<file path="config.mk">
export PLATFORM = sky130hd
export DESIGN_NAME = tdc_capture_ctrl
export DESIGN_NICKNAME = d
export VERILOG_FILES = /design/src/rtl/tdc_capture_ctrl.sv
export SDC_FILE = /design/constraint.sdc
export NUM_CORES = 1
export LEC_CHECK = 0
export ABC_AREA = 0
export ABC_CLOCK_PERIOD_IN_PS = 2800
export CAP_MARGIN = 20
export CORE_MARGIN = 1
export CORE_UTILIZATION = 28
export CTS_CLUSTER_DIAMETER = 200
export DETAILED_ROUTE_END_ITERATION = 12
export GPL_ROUTABILITY_DRIVEN = 0
export GPL_TIMING_DRIVEN = 0
export PLACE_DENSITY = 0.59
export SYNTH_ARGS = -nofsm -noshare
export SYNTH_HDL_FRONTEND = slang
export SYNTH_SLANG_ARGS = --single-unit
</file>
<file path="constraint.sdc">
create_clock -name clk -period 2.8 [get_ports clk]
set_input_delay 0.56 -clock clk [delete_from_list [all_inputs] [get_ports clk]]
set_output_delay 0.56 -clock clk [all_outputs]
set_load 0.01 [all_outputs]
</file>
<file path="src/rtl/tdc_capture_ctrl.sv">
// rtl/tdc_capture_ctrl.sv - coarse counter TDC: start/stop interval capture FSM
// Define TDC_AVG_EN to publish the average of every four intervals instead of each one.
module tdc_capture_ctrl #(
    parameter int CNT_WIDTH = 16
) (
    input  logic                 clk,
    input  logic                 rst,
    input  logic                 ena,
    input  logic                 start_in,
    input  logic                 stop_in,
    input  logic [7:0]           cfg_ctrl,
    input  logic [7:0]           cfg_timeout,
    output logic [CNT_WIDTH-1:0] result,
    output logic                 result_valid,
    output logic                 timeout_flag,
    output logic                 busy,
    output logic [7:0]           meas_count,
    output logic [1:0]           state_o
);

    typedef enum logic [1:0] {
        S_IDLE  = 2'b00,
        S_ARMED = 2'b01,
        S_RUN   = 2'b10,
        S_DONE  = 2'b11
    } state_t;

    localparam int LW = CNT_WIDTH + 16;

    state_t               state_q;
    logic [CNT_WIDTH-1:0] cnt_q;
    logic [CNT_WIDTH-1:0] result_q;
    logic                 result_valid_q;
    logic                 timeout_flag_q;
    logic [7:0]           meas_count_q;
    logic                 start_prev_q;
    logic                 stop_prev_q;
    logic                 arm_prev_q;

    logic arm, cont, clr, pol;
    logic start_edge, stop_edge, arm_rise;
    logic [LW-1:0] limit_w;
    logic to_hit, sat_hit;
    logic                 fin_d;
    logic                 fin_to_d;
    logic [CNT_WIDTH-1:0] fin_val_d;
    logic                 unused_rsvd;

    assign arm         = cfg_ctrl[0];
    assign cont        = cfg_ctrl[1];
    assign clr         = cfg_ctrl[2];
    assign pol         = cfg_ctrl[3];
    assign unused_rsvd = ^cfg_ctrl[7:4];

    assign start_edge = pol ? (start_prev_q & ~start_in) : (~start_prev_q & start_in);
    assign stop_edge  = pol ? (stop_prev_q & ~stop_in) : (~stop_prev_q & stop_in);
    assign arm_rise   = arm & ~arm_prev_q;

    // A limit that does not fit in the counter can never match; saturation ends the run instead.
    assign limit_w = LW'(cfg_timeout) << 8;
    assign to_hit  = (cfg_timeout != 8'd0) && ((limit_w >> CNT_WIDTH) == '0)
                     && (cnt_q == limit_w[CNT_WIDTH-1:0]);
    assign sat_hit = &cnt_q;

    always_comb begin
        fin_d     = 1'b0;
        fin_to_d  = 1'b0;
        fin_val_d = '0;
        if (state_q == S_ARMED && arm && start_edge && stop_edge) begin
            fin_d = 1'b1;
        end else if (state_q == S_RUN && arm) begin
            if (stop_edge) begin
                fin_d     = 1'b1;
                fin_val_d = cnt_q;
            end else if (to_hit || sat_hit) begin
                fin_d     = 1'b1;
                fin_to_d  = 1'b1;
                fin_val_d = '1;
            end
        end
    end

`ifdef TDC_AVG_EN
    logic [CNT_WIDTH+1:0] acc_q;
    logic [1:0]           batch_q;
    logic                 pub_q;
    logic [CNT_WIDTH+1:0] sum_d;

    assign sum_d = acc_q + (CNT_WIDTH+2)'(fin_val_d);
`endif

    always_ff @(posedge clk) begin
        if (rst) begin
            state_q        <= S_IDLE;
            cnt_q          <= '0;
            result_q       <= '0;
            result_valid_q <= 1'b0;
            timeout_flag_q <= 1'b0;
            meas_count_q   <= 8'd0;
            start_prev_q   <= 1'b0;
            stop_prev_q    <= 1'b0;
            arm_prev_q     <= 1'b0;
`ifdef TDC_AVG_EN
            acc_q          <= '0;
            batch_q        <= 2'd0;
            pub_q          <= 1'b0;
`endif
        end else if (ena) begin
            start_prev_q <= start_in;
            stop_prev_q  <= stop_in;
            arm_prev_q   <= arm;
            if (clr) begin
                state_q        <= S_IDLE;
                cnt_q          <= '0;
                result_q       <= '0;
                result_valid_q <= 1'b0;
                timeout_flag_q <= 1'b0;
                meas_count_q   <= 8'd0;
`ifdef TDC_AVG_EN
                acc_q          <= '0;
                batch_q        <= 2'd0;
                pub_q          <= 1'b0;
`endif
            end else if (fin_d) begin
                state_q <= S_DONE;
`ifdef TDC_AVG_EN
                if (fin_to_d) begin
                    result_q       <= '1;
                    timeout_flag_q <= 1'b1;
                    acc_q          <= '0;
                    batch_q        <= 2'd0;
                    pub_q          <= 1'b1;
                end else if (batch_q == 2'd3) begin
                    result_q <= sum_d[CNT_WIDTH+1:2];
                    acc_q    <= '0;
                    batch_q  <= 2'd0;
                    pub_q    <= 1'b1;
                end else begin
                    acc_q   <= sum_d;
                    batch_q <= batch_q + 2'd1;
                    pub_q   <= 1'b0;
                end
`else
                result_q <= fin_val_d;
                if (fin_to_d) begin
                    timeout_flag_q <= 1'b1;
                end
`endif
            end else begin
                case (state_q)
                    S_IDLE: begin
                        if (arm_rise) begin
                            state_q        <= S_ARMED;
                            timeout_flag_q <= 1'b0;
                        end
                    end
                    S_ARMED: begin
                        if (!arm) begin
                            state_q <= S_IDLE;
                        end else if (start_edge) begin
                            cnt_q   <= CNT_WIDTH'(1);
                            state_q <= S_RUN;
                        end
                    end
                    S_RUN: begin
                        if (!arm) begin
                            state_q <= S_IDLE;
                        end else begin
                            cnt_q <= cnt_q + CNT_WIDTH'(1);
                        end
                    end
                    S_DONE: begin
`ifdef TDC_AVG_EN
                        if (pub_q) begin
                            result_valid_q <= 1'b1;
                        end
`else
                        result_valid_q <= 1'b1;
`endif
                        meas_count_q <= meas_count_q + 8'd1;
                        state_q      <= (cont && arm) ? S_ARMED : S_IDLE;
                    end
                    default: state_q <= S_IDLE;
                endcase
            end
        end
    end

    assign result       = result_q;
    assign result_valid = result_valid_q;
    assign timeout_flag = timeout_flag_q;
    assign meas_count   = meas_count_q;
    assign state_o      = state_q;
    assign busy         = (state_q == S_ARMED) || (state_q == S_RUN);

endmodule

</file>
==> results of run 1 <==
==> synthesized netlist by cell type, types with 4 or more instances <==
master                       n
sky130_fd_sc_hd__inv_1      13
sky130_fd_sc_hd__and4_1      6
sky130_fd_sc_hd__and2_1      7
sky130_fd_sc_hd__xnor2_1     8
sky130_fd_sc_hd__nor2_1     30
sky130_fd_sc_hd__nor3_1      4
sky130_fd_sc_hd__nand3_1     9
sky130_fd_sc_hd__nand4_1     6
sky130_fd_sc_hd__and3_1      6
sky130_fd_sc_hd__ha_1        8
sky130_fd_sc_hd__a21oi_1    12
sky130_fd_sc_hd__nand2_1    25
sky130_fd_sc_hd__o2bb2ai_2   9
sky130_fd_sc_hd__o2bb2ai_1   6
sky130_fd_sc_hd__dfxtp_1    47
sky130_fd_sc_hd__nand2b_1    5
sky130_fd_sc_hd__o21a_1      5
sky130_fd_sc_hd__clkbuf_1    6
sky130_fd_sc_hd__o21ai_0    10
sky130_fd_sc_hd__a31oi_1    20
==> state kept, by name, indices dropped and copies added (netlist names) <==
signal / cells
meas_count: 8
arm_prev_q: 1
stop_prev_q: 1
result: 16
timeout_flag: 1
cnt_q: 16
state_o: 2
result_valid: 1
start_prev_q: 1
==> repair_timing <==
action                                  in CTS  in global routing
hold endpoints to repair                     0                  0
gates resized for setup                      1                  3
endpoints found under the setup margin      10                  9
hold buffers                                 0                  0
==> kinds of logic after synthesis <==
group,synth area share
compound gates,0.2923
xor+xnor,0.02526
fa+ha+maj,0.03609
buf+inv,0.06360
flops,0.3392
mux,0.01083
simple gates,0.2327
==> through the flow <==
stage          utilization  TNS, ns  instances
3_5_place_dp        0.3596   -8.394        487
5_1_grt             0.3748        0        495
6_report            0.3748        0        495
3_3_place_gp        0.3596   -7.867        487
4_1_cts             0.3728        0        495
2_1_floorplan            -        0        313
==> area by class of cell <==
cell class	instances	area (um^2)	share of cell area
Multi-Input combinational cell	235	1683	0.4769
Sequential cell	47	940.9	0.2667
Timing Repair Buffer	45	450.4	0.1277
Tap cell	129	161.4	0.04574
Buffer	18	127.6	0.03617
Clock buffer	5	68.82	0.01950
Inverter	13	48.80	0.01383
Clock inverter	3	47.55	0.01348
==> power breakdown <==
group | total [mW] | internal (mW) | leakage (nW) | switching [mW]
sequential | 0.681 | 0.674 | 0.379 | 0.00726
clock | 0.534 | 0.271 | 0.0587 | 0.263
combinational | 0.152 | 0.0648 | 0.825 | 0.0867
total | 1.37 | 1.01 | 1.26 | 0.357
==> metal layers <==
layer  share of wire  up-vias  global-route usage
met5               0        -                   0
met1            0.50     1191              0.2059
met2            0.44       57              0.2261
met3           0.047        6             0.03037
li1                -     1271                   -
met4           0.011        0             0.04013
==> worst paths after layout <==
kind	slack [ns]	startpoint	cells after the start	endpoint
worst max-delay path	0.16	stop_in	8	result[14]$_SDFFE_PP0P_
worst min-delay path	0.47	result[10]$_SDFFE_PP0P_	1	result[10]$_SDFFE_PP0P_
worst max register to register	0.27	cnt_q[0]$_SDFFE_PP0P_	9	result[8]$_SDFFE_PP0P_
worst min register to register	0.47	result[10]$_SDFFE_PP0P_	1	result[10]$_SDFFE_PP0P_
==> flow_results.org, run 1 <==
** Pwr
- Across the VDD grid, the largest voltage drop is 0.0002835 V.
- Power spread over the standard cell area amounts to around 390 nW/um^2.
- Summed over all cells, the static leakage comes to 1.263 nW.
- Overall power consumption after layout is estimated at 1.367 mW.

** Setup path
- Sort of element at the end of the critical path :: register
- For this design, the slowest cell found on the critical path is sky130_fd_sc_hd__clkdlybuf4s50_1.
- Worst path cell trace :: clkdlybuf4s50_1 -> or3b_1 -> and2_1 -> nor3b_1 -> a211oi_4 -> a21o_2 -> buf_6 -> o2bb2ai_1
- Critical setup path kind :: input port to register
- The largest single stage delay on the critical path is 0.49 ns.
- Kind of cell with the highest combined delay on the critical path :: simple AND/OR/NAND/NOR gates
- Data required time of the critical path :: between 3 and 4 ns
- Along the worst path, the maximum fanout reaches 10.
- The number of buffers and inverters on the critical path is 2.
- The worst setup path is launched from an input port.
- At the worst endpoint, the arrival time is 2.86 ns.

** CTS
- At the later pin of the worst-skew pair, clock insertion delay measures 0.31 ns.
- The clock tree synthesis step divided the H-tree into 2 levels.
- TritonCTS built the clock tree.
- The clock passes through at most 2 buffers.
- Worst-path clk slew :: 0.10 ns
- Post-CTS repair timing setup buffer count :: 0
- The root buffer cell chosen for the clock tree is sky130_fd_sc_hd__clkbuf_8.
- CTS Sinks :: 47
- TritonCTS Buffers :: 5

** STA
- At the pin with the least slew margin, the transition time is 0.5300 ns.
- Of the available clock period, the critical path in the final layout requires 0.9441.
- On the final layout, the worst clock skew is ~0.0078 ns.
- Endpoints failing hold :: 0
- Number of endpoints failing setup at the final stage :: 0
- RSZ-0062 raised after global routing :: no
- Fin worst setup slack :: 0.1565 ns
- Final hold analysis gives a worst-case slack of 0.4733 ns.
- Number of max-slew violations in the final report :: 0
- Tmin final :: 2.644 ns
- Worst slew margin relative to its limit :: 0.6439
- Maximum clock frequency :: around 380 MHz

** GRT
- Remaining global-route overflow :: 0
- The initial antenna violation count is 0.
- Via count of the first global-routing pass :: 2389
- Entering global routing, the biggest net connects 17 pins.
- Overall track demand over capacity in global routing :: 0.1466
- Wire length of the first global-routing pass :: 11.88 mm

** Detailed routing
- In the routed design, unresolved DRC markers number 0.
- Via density per instance :: 5.101
- The detailed router placed about 2500 vias in this run.
- In the final routed layout, each cell accounts on average for 14.40 um.
- Before antenna repair, the detailed router went through 4 iterations.
- Wires add up to around 7.1 mm.
- Number of antenna-violating nets in the routed design :: 0
- In this run, the number of DRC markers left after iteration 0 of detailed routing was 98.

** Yosys
- Averaged over all synthesized cells, the footprint is 8.862 um^2.
- Number of enable flip-flop cells after synthesis :: 0
- Unique masters post-synth :: 66
- Summing every instance area after synthesis gives 2774 um^2.
- Dominant cell type by area after synthesis :: sky130_fd_sc_hd__dfxtp_1
- FFs w/ async S/R, synth :: 0
- Flops & latches, synth :: 47
- Sequential share of the synthesized area :: 0.3392
- Yosys attributes the largest share of cell area to sky130_fd_sc_hd__dfxtp_1 34%, sky130_fd_sc_hd__o2bb2ai_2 4.9%, sky130_fd_sc_hd__a31oi_1 4.5%.
- The cell count after synthesis came out at 313.
- During synthesis, Yosys emitted a total of 0 warnings.
- When the netlist entered floorplanning its net count stood at 342.
- Most common flop cell mapped by yosys :: sky130_fd_sc_hd__dfxtp_1
- Of the post-synthesis cell area, the dominant cell type holds 0.3392.

** Layout
- Final design instance area without fill :: 3528 um^2
- Commonest non-fill, non-tap cell in the layout :: sky130_fd_sc_hd__dfxtp_1
- The repair_antennas step left the layout with diodes totalling 0.
- Of the cells placed in the final design, the portion with a size suffix greater than 1 is 0.1175.
- Net count, final :: 394
- Synth-to-Final Area Change :: 27.20%
- Fill cells in the final layout number ~970.
- The library cells used most frequently in the layout, excluding fill and tap cells, are 47 x sky130_fd_sc_hd__dfxtp_1, 45 x sky130_fd_sc_hd__clkdlybuf4s50_1, 30 x sky130_fd_sc_hd__nor2_1.

** Placed design
- Input/output buffers :: 45
- Dpl cell area :: 3386 um^2
- Pre-CTS setup slack :: -0.3764 ns
- Half-perimeter wire length after detailed placement :: 5.206 mm

** Die
- The die is slightly above 100 um wide.
- The floorplan has 35 rows.
- The die covers 10310 um^2.
- I/O pin cnt :: 50
- Initial standard-cell utilization of the core :: 0.2946
- The die is between 100 and 150 um tall.
- The total area inside the core boundary comes to 9415 um^2.

** Worst hold path
- Hold Crit Class :: register to register

** Job
- Across the run, the number of max-cap violations was 0.

** Outcome
- The run finished with clean final reports.
No activity file was read; power rests on OpenSTA's default activity.
==> run 2, diff against run 1 <==
--- a/config.mk
+++ b/config.mk
@@ -6,11 +6,10 @@
 export NUM_CORES = 1
 export LEC_CHECK = 0
 export ABC_AREA = 0
-export ABC_CLOCK_PERIOD_IN_PS = 2800
 export CAP_MARGIN = 20
 export CORE_MARGIN = 1
 export CORE_UTILIZATION = 28
-export CTS_CLUSTER_DIAMETER = 200
+export CTS_CLUSTER_DIAMETER = 100
 export DETAILED_ROUTE_END_ITERATION = 12
 export GPL_ROUTABILITY_DRIVEN = 0
 export GPL_TIMING_DRIVEN = 0
==> results of run 2 <==
Final layout, timing and power as in run 1 (identical DEF).
==> run 3, diff against run 2 <==
--- a/config.mk
+++ b/config.mk
@@ -7,13 +7,15 @@
 export LEC_CHECK = 0
 export ABC_AREA = 0
 export CAP_MARGIN = 20
+export CORE_ASPECT_RATIO = 2
 export CORE_MARGIN = 1
 export CORE_UTILIZATION = 28
 export CTS_CLUSTER_DIAMETER = 100
 export DETAILED_ROUTE_END_ITERATION = 12
 export GPL_ROUTABILITY_DRIVEN = 0
 export GPL_TIMING_DRIVEN = 0
-export PLACE_DENSITY = 0.59
+export PLACE_DENSITY = 0.61
+export SLEW_MARGIN = 20
 export SYNTH_ARGS = -nofsm -noshare
 export SYNTH_HDL_FRONTEND = slang
 export SYNTH_SLANG_ARGS = --single-unit
==> constraint.sdc (replaced) <==
create_clock -name clk -period 2.3 [get_ports clk]
set_input_delay 0.46 -clock clk [delete_from_list [all_inputs] [get_ports clk]]
set_output_delay 0.46 -clock clk [all_outputs]
set_load 0.01 [all_outputs]
==> run 3 against run 2 <==
- sequential share of layout area shrank 1.9 points
- clock skew shrank 0.0048 ns
- register-to-register slack lost 0.26 ns
- utilization grew 2.8 points
- flip-flop and latch count is the same
- critical path type is now register to register
- global-route usage grew 2.2 points
- largest cell class unchanged
- wire length grew 20%
- count of clock-buffer cells in the layout is the same
==> flow_results.org, run 3 (synthesis gave the netlist of run 1 again) <==
** Layout
- Multi-input gate area in the final layout :: 1907 um^2 (+13%)
- ANT cells :: 0 (unchanged)
- Net count, final :: 409 (+3.8%)
- Leaving out fill and tap cells, the most frequent cells in the layout are 34 x sky130_fd_sc_hd__dfxtp_1, 33 x sky130_fd_sc_hd__clkdlybuf4s50_1, 30 x sky130_fd_sc_hd__nor2_1.
- Commonest non-fill, non-tap cell in the layout :: sky130_fd_sc_hd__dfxtp_1
- The total of fill cells in the finished design came to 1006 (+3.5%).
- Synth-to-Final Area Change :: 40.96%
- The ratio of cells with drive above 1 in the final layout is 0.2703 (+0.1529).
- Sequential Area :: 967.2 um^2 (+2.8%)

** Detailed routing
- The DRC violation count after routing came to 0 (unchanged).
- The wire length after detailed routing is 8.543 mm (+20%).
- Initial detailed-routing violation count :: 136 (+39%)
- The mean number of vias per cell was 5.333 (+4.6%).
- The total via count in the routed design is 2736 (+8.4%).
- WL per Instance :: 16.65 um (+16%)
- Number of antenna-violating nets in the routed design :: 0 (unchanged)
- Detailed Routing Iterations Pass 1 :: 4 (unchanged)

** Setup path
- Traced cell by cell, the critical path runs through or3b_4 -> a311oi_4 -> o211a_1 -> o211ai_4 -> buf_4 -> or4_4 -> nand3_2.
- In this design, the largest share of critical-path delay is due to simple AND/OR/NAND/NOR gates.
- The maximum net fanout on the critical path was 3 (-7).
- By startpoint and endpoint, the worst setup path is classified as register to register.
- Worst endpoint data arrival time :: 2.53 ns (-0.33 ns)
- The worst setup path is launched from a register.
- Data required time of the critical path :: 2.54 ns (-0.47 ns)
- STA classifies the critical path endpoint as a register.
- Among all stages on the critical path, the largest delay is contributed by sky130_fd_sc_hd__or4_4.
- The delay of the slowest cell on the worst path is 0.52 ns (+0.03 ns).
- The slack of the worst reg-to-reg path is 0.008 ns (-0.26 ns).
- Combined buffer and inverter count along the critical path :: 1 (-1)

** Pwr
- The switching fraction of total power is 0.2626 (+0.001302).
- The relative contribution of sequential cells to total power is 0.466 (-0.032).
- The power per cell area came to 453.2 nW/um^2 (+17%).
- The clock network fraction of total power came to 0.410 (+0.019).
- Share of total power in combinational logic :: 0.124 (+0.013)
- Static power due to leakage :: 1.437 nW (+14%)
- The power spent charging and discharging nets is 465.4 uW (+30%).
- IR Drop Worst-Case VDD :: 0.0003224 V (+14%)
- The internal power came to 1.307 mW (+29%).

** Job
- The number of violations of the max-capacitance limit was 0 (unchanged).

** STA
- The final critical-path setup slack was 0.008261 ns (-0.1482 ns).
- Worst clock skew on the final layout :: 0.003068 ns (-0.004767 ns)
- Number of max-slew violations in the final report :: 0 (unchanged)
- Tightest Pin Transition :: 0.6225 ns (+0.09251 ns)
- Final worst hold slack :: 0.4298 ns (-0.04353 ns)
- Maximum clock frequency :: 436.4 MHz
- The hold violation total from the final report was 0 (unchanged).
- The final-report setup violation count was 0 (unchanged).
- Final worst path period share :: 0.9964
- Tmin final :: between 2 and 2.5 ns
- Worst slew margin relative to its limit :: 0.5818 (-0.06215)

** Die
- Core area :: 9699 um^2 (+3.0%)
- The floorplan die height came to 142.8 um (+41%).
- Number of standard-cell rows in the floorplan :: 51 (+46%)
- Die W :: 72.38 um (-29%)
- The total die area is 10330 um^2 (+0.23%).
- I/O pin cnt :: 50 (unchanged)
- Initial standard-cell utilization of the core :: 0.2860 (-0.008627)

** CTS
- In this run the clock root is driven by a sky130_fd_sc_hd__clkbuf_16.
- Number of levels the H-tree was split into :: 2 (unchanged)
- TritonCTS built the clock tree.
- Clock insertion delay at the later pin of the skew report :: 0.30 ns (about the same)
- Worst-path clk slew :: 0.06 ns (-0.04 ns)
- The number of buffers inserted during clock tree synthesis is 5 (unchanged).
- The TritonCTS sink count was 47 (unchanged).
- Worst-case clock buffer depth :: 2 (unchanged)

** GRT
- Overall track demand over capacity in global routing :: 0.1683 (+0.02170)
- Wire length of the first global-routing pass :: 13.22 mm (+11%)
- Pin count of the biggest net entering global routing :: 15 (-2)
- Number of antenna violations at the first check in global routing :: 0 (unchanged)
- Remaining global-route overflow :: 0 (unchanged)
- The number of global-route vias before repair is 2705 (+13%).

** Placed design
- Half-perimeter wire length after detailed placement :: 6.192 mm (+19%)
- The number of buffer cells added on primary ports was 45 (unchanged).
- The worst setup timing slack at the placement stage is -0.7938 ns (-0.4174 ns).

** Worst hold path
- Hold Crit Class :: input port to register

** Outcome
- The run finished with clean final reports.
[run 3: cell count changes in the layout (fill, tap and decap cells not counted), sizes merged]
cell	before	now
dlygate4sd2	0	3
dlymetal6s2s	0	1
clkdlybuf4s50	45	33
clkinv	1	3
inv	14	13
clkdlybuf4s15	0	3
buf	10	26
clkbuf	12	16
bufinv	1	0
[run 3: tightest hold or removal path, stage by stage]
cell	delay, ns
sky130_fd_sc_hd__clkbuf_2	0.09
sky130_fd_sc_hd__mux2i_1	0.06
sky130_fd_sc_hd__nor2_1	0.07
[run 3: power by group through the flow]
stage	combinational, mW	sequential (mW)	clock [mW]
3_5_place_dp	0.190	0.848	0
3_3_place_gp	0.187	0.847	0
2_1_floorplan	0.111	0.846	0
6_report	0.219	0.826	0.726
5_1_grt	0.236	0.827	0.773
4_1_cts	0.204	0.828	0.731
[run 3: repair_timing]
action / 4_1_cts / 5_1_grt
pin swaps: 12 / 21
buffers inserted: 10 / 6
gates resized for setup: 38 / 57
cloned: 0 / 0
endpoints found under the setup margin: 44 / 43
hold buffers: 0 / 0
[run 3: layer usage]
| metal | global-route usage | share of wire |
|---|---|---|
| met3 | 0.02752 | 0.040 |
| met2 | 0.3232 | 0.57 |
| met4 | 0.1269 | 0.058 |
| met1 | 0.1494 | 0.33 |
| met5 | 0 | 0 |
[run 3: worst paths after layout]
kind | start | endpoint | cells past startpoint
min | start_in | start_prev_q$_SDFFE_PP0P_ | 3
max | start_prev_q$_SDFFE_PP0P_ | cnt_q[12]$_SDFFE_PP0P_ | 7
min reg2reg | result[0]$_SDFFE_PP0P_ | result[0]$_SDFFE_PP0P_ | 1
max reg2reg | start_prev_q$_SDFFE_PP0P_ | cnt_q[12]$_SDFFE_PP0P_ | 7
[run 3: final cells by class]
| type | count | share of cell area |
|---|---|---|
| tap | 132 | 0.04224 |
| timing repair buffer | 61 | 0.1392 |
| buffer | 17 | 0.03520 |
| inverter | 13 | 0.01248 |
| multi-input combinational | 235 | 0.4877 |
| clock buffer | 5 | 0.03200 |
| clock inverter | 3 | 0.003840 |
| sequential | 47 | 0.2474 |
[run 3: per-stage QoR]
step / area (um^2) / total power, mW / TNS, ns / instances / util
floorplan: 2774 / 0.9567 / 0 / 313 / -
global placement: 3390 / 1.034 / -27.39 / 490 / 0.3495
detailed placement: 3390 / 1.037 / -29.20 / 490 / 0.3495
CTS: 3722 / 1.763 / 0 / 508 / 0.3838
global route: 3910 / 1.836 / -0.01079 / 513 / 0.4031
finish: 3910 / 1.772 / 0 / 513 / 0.4031
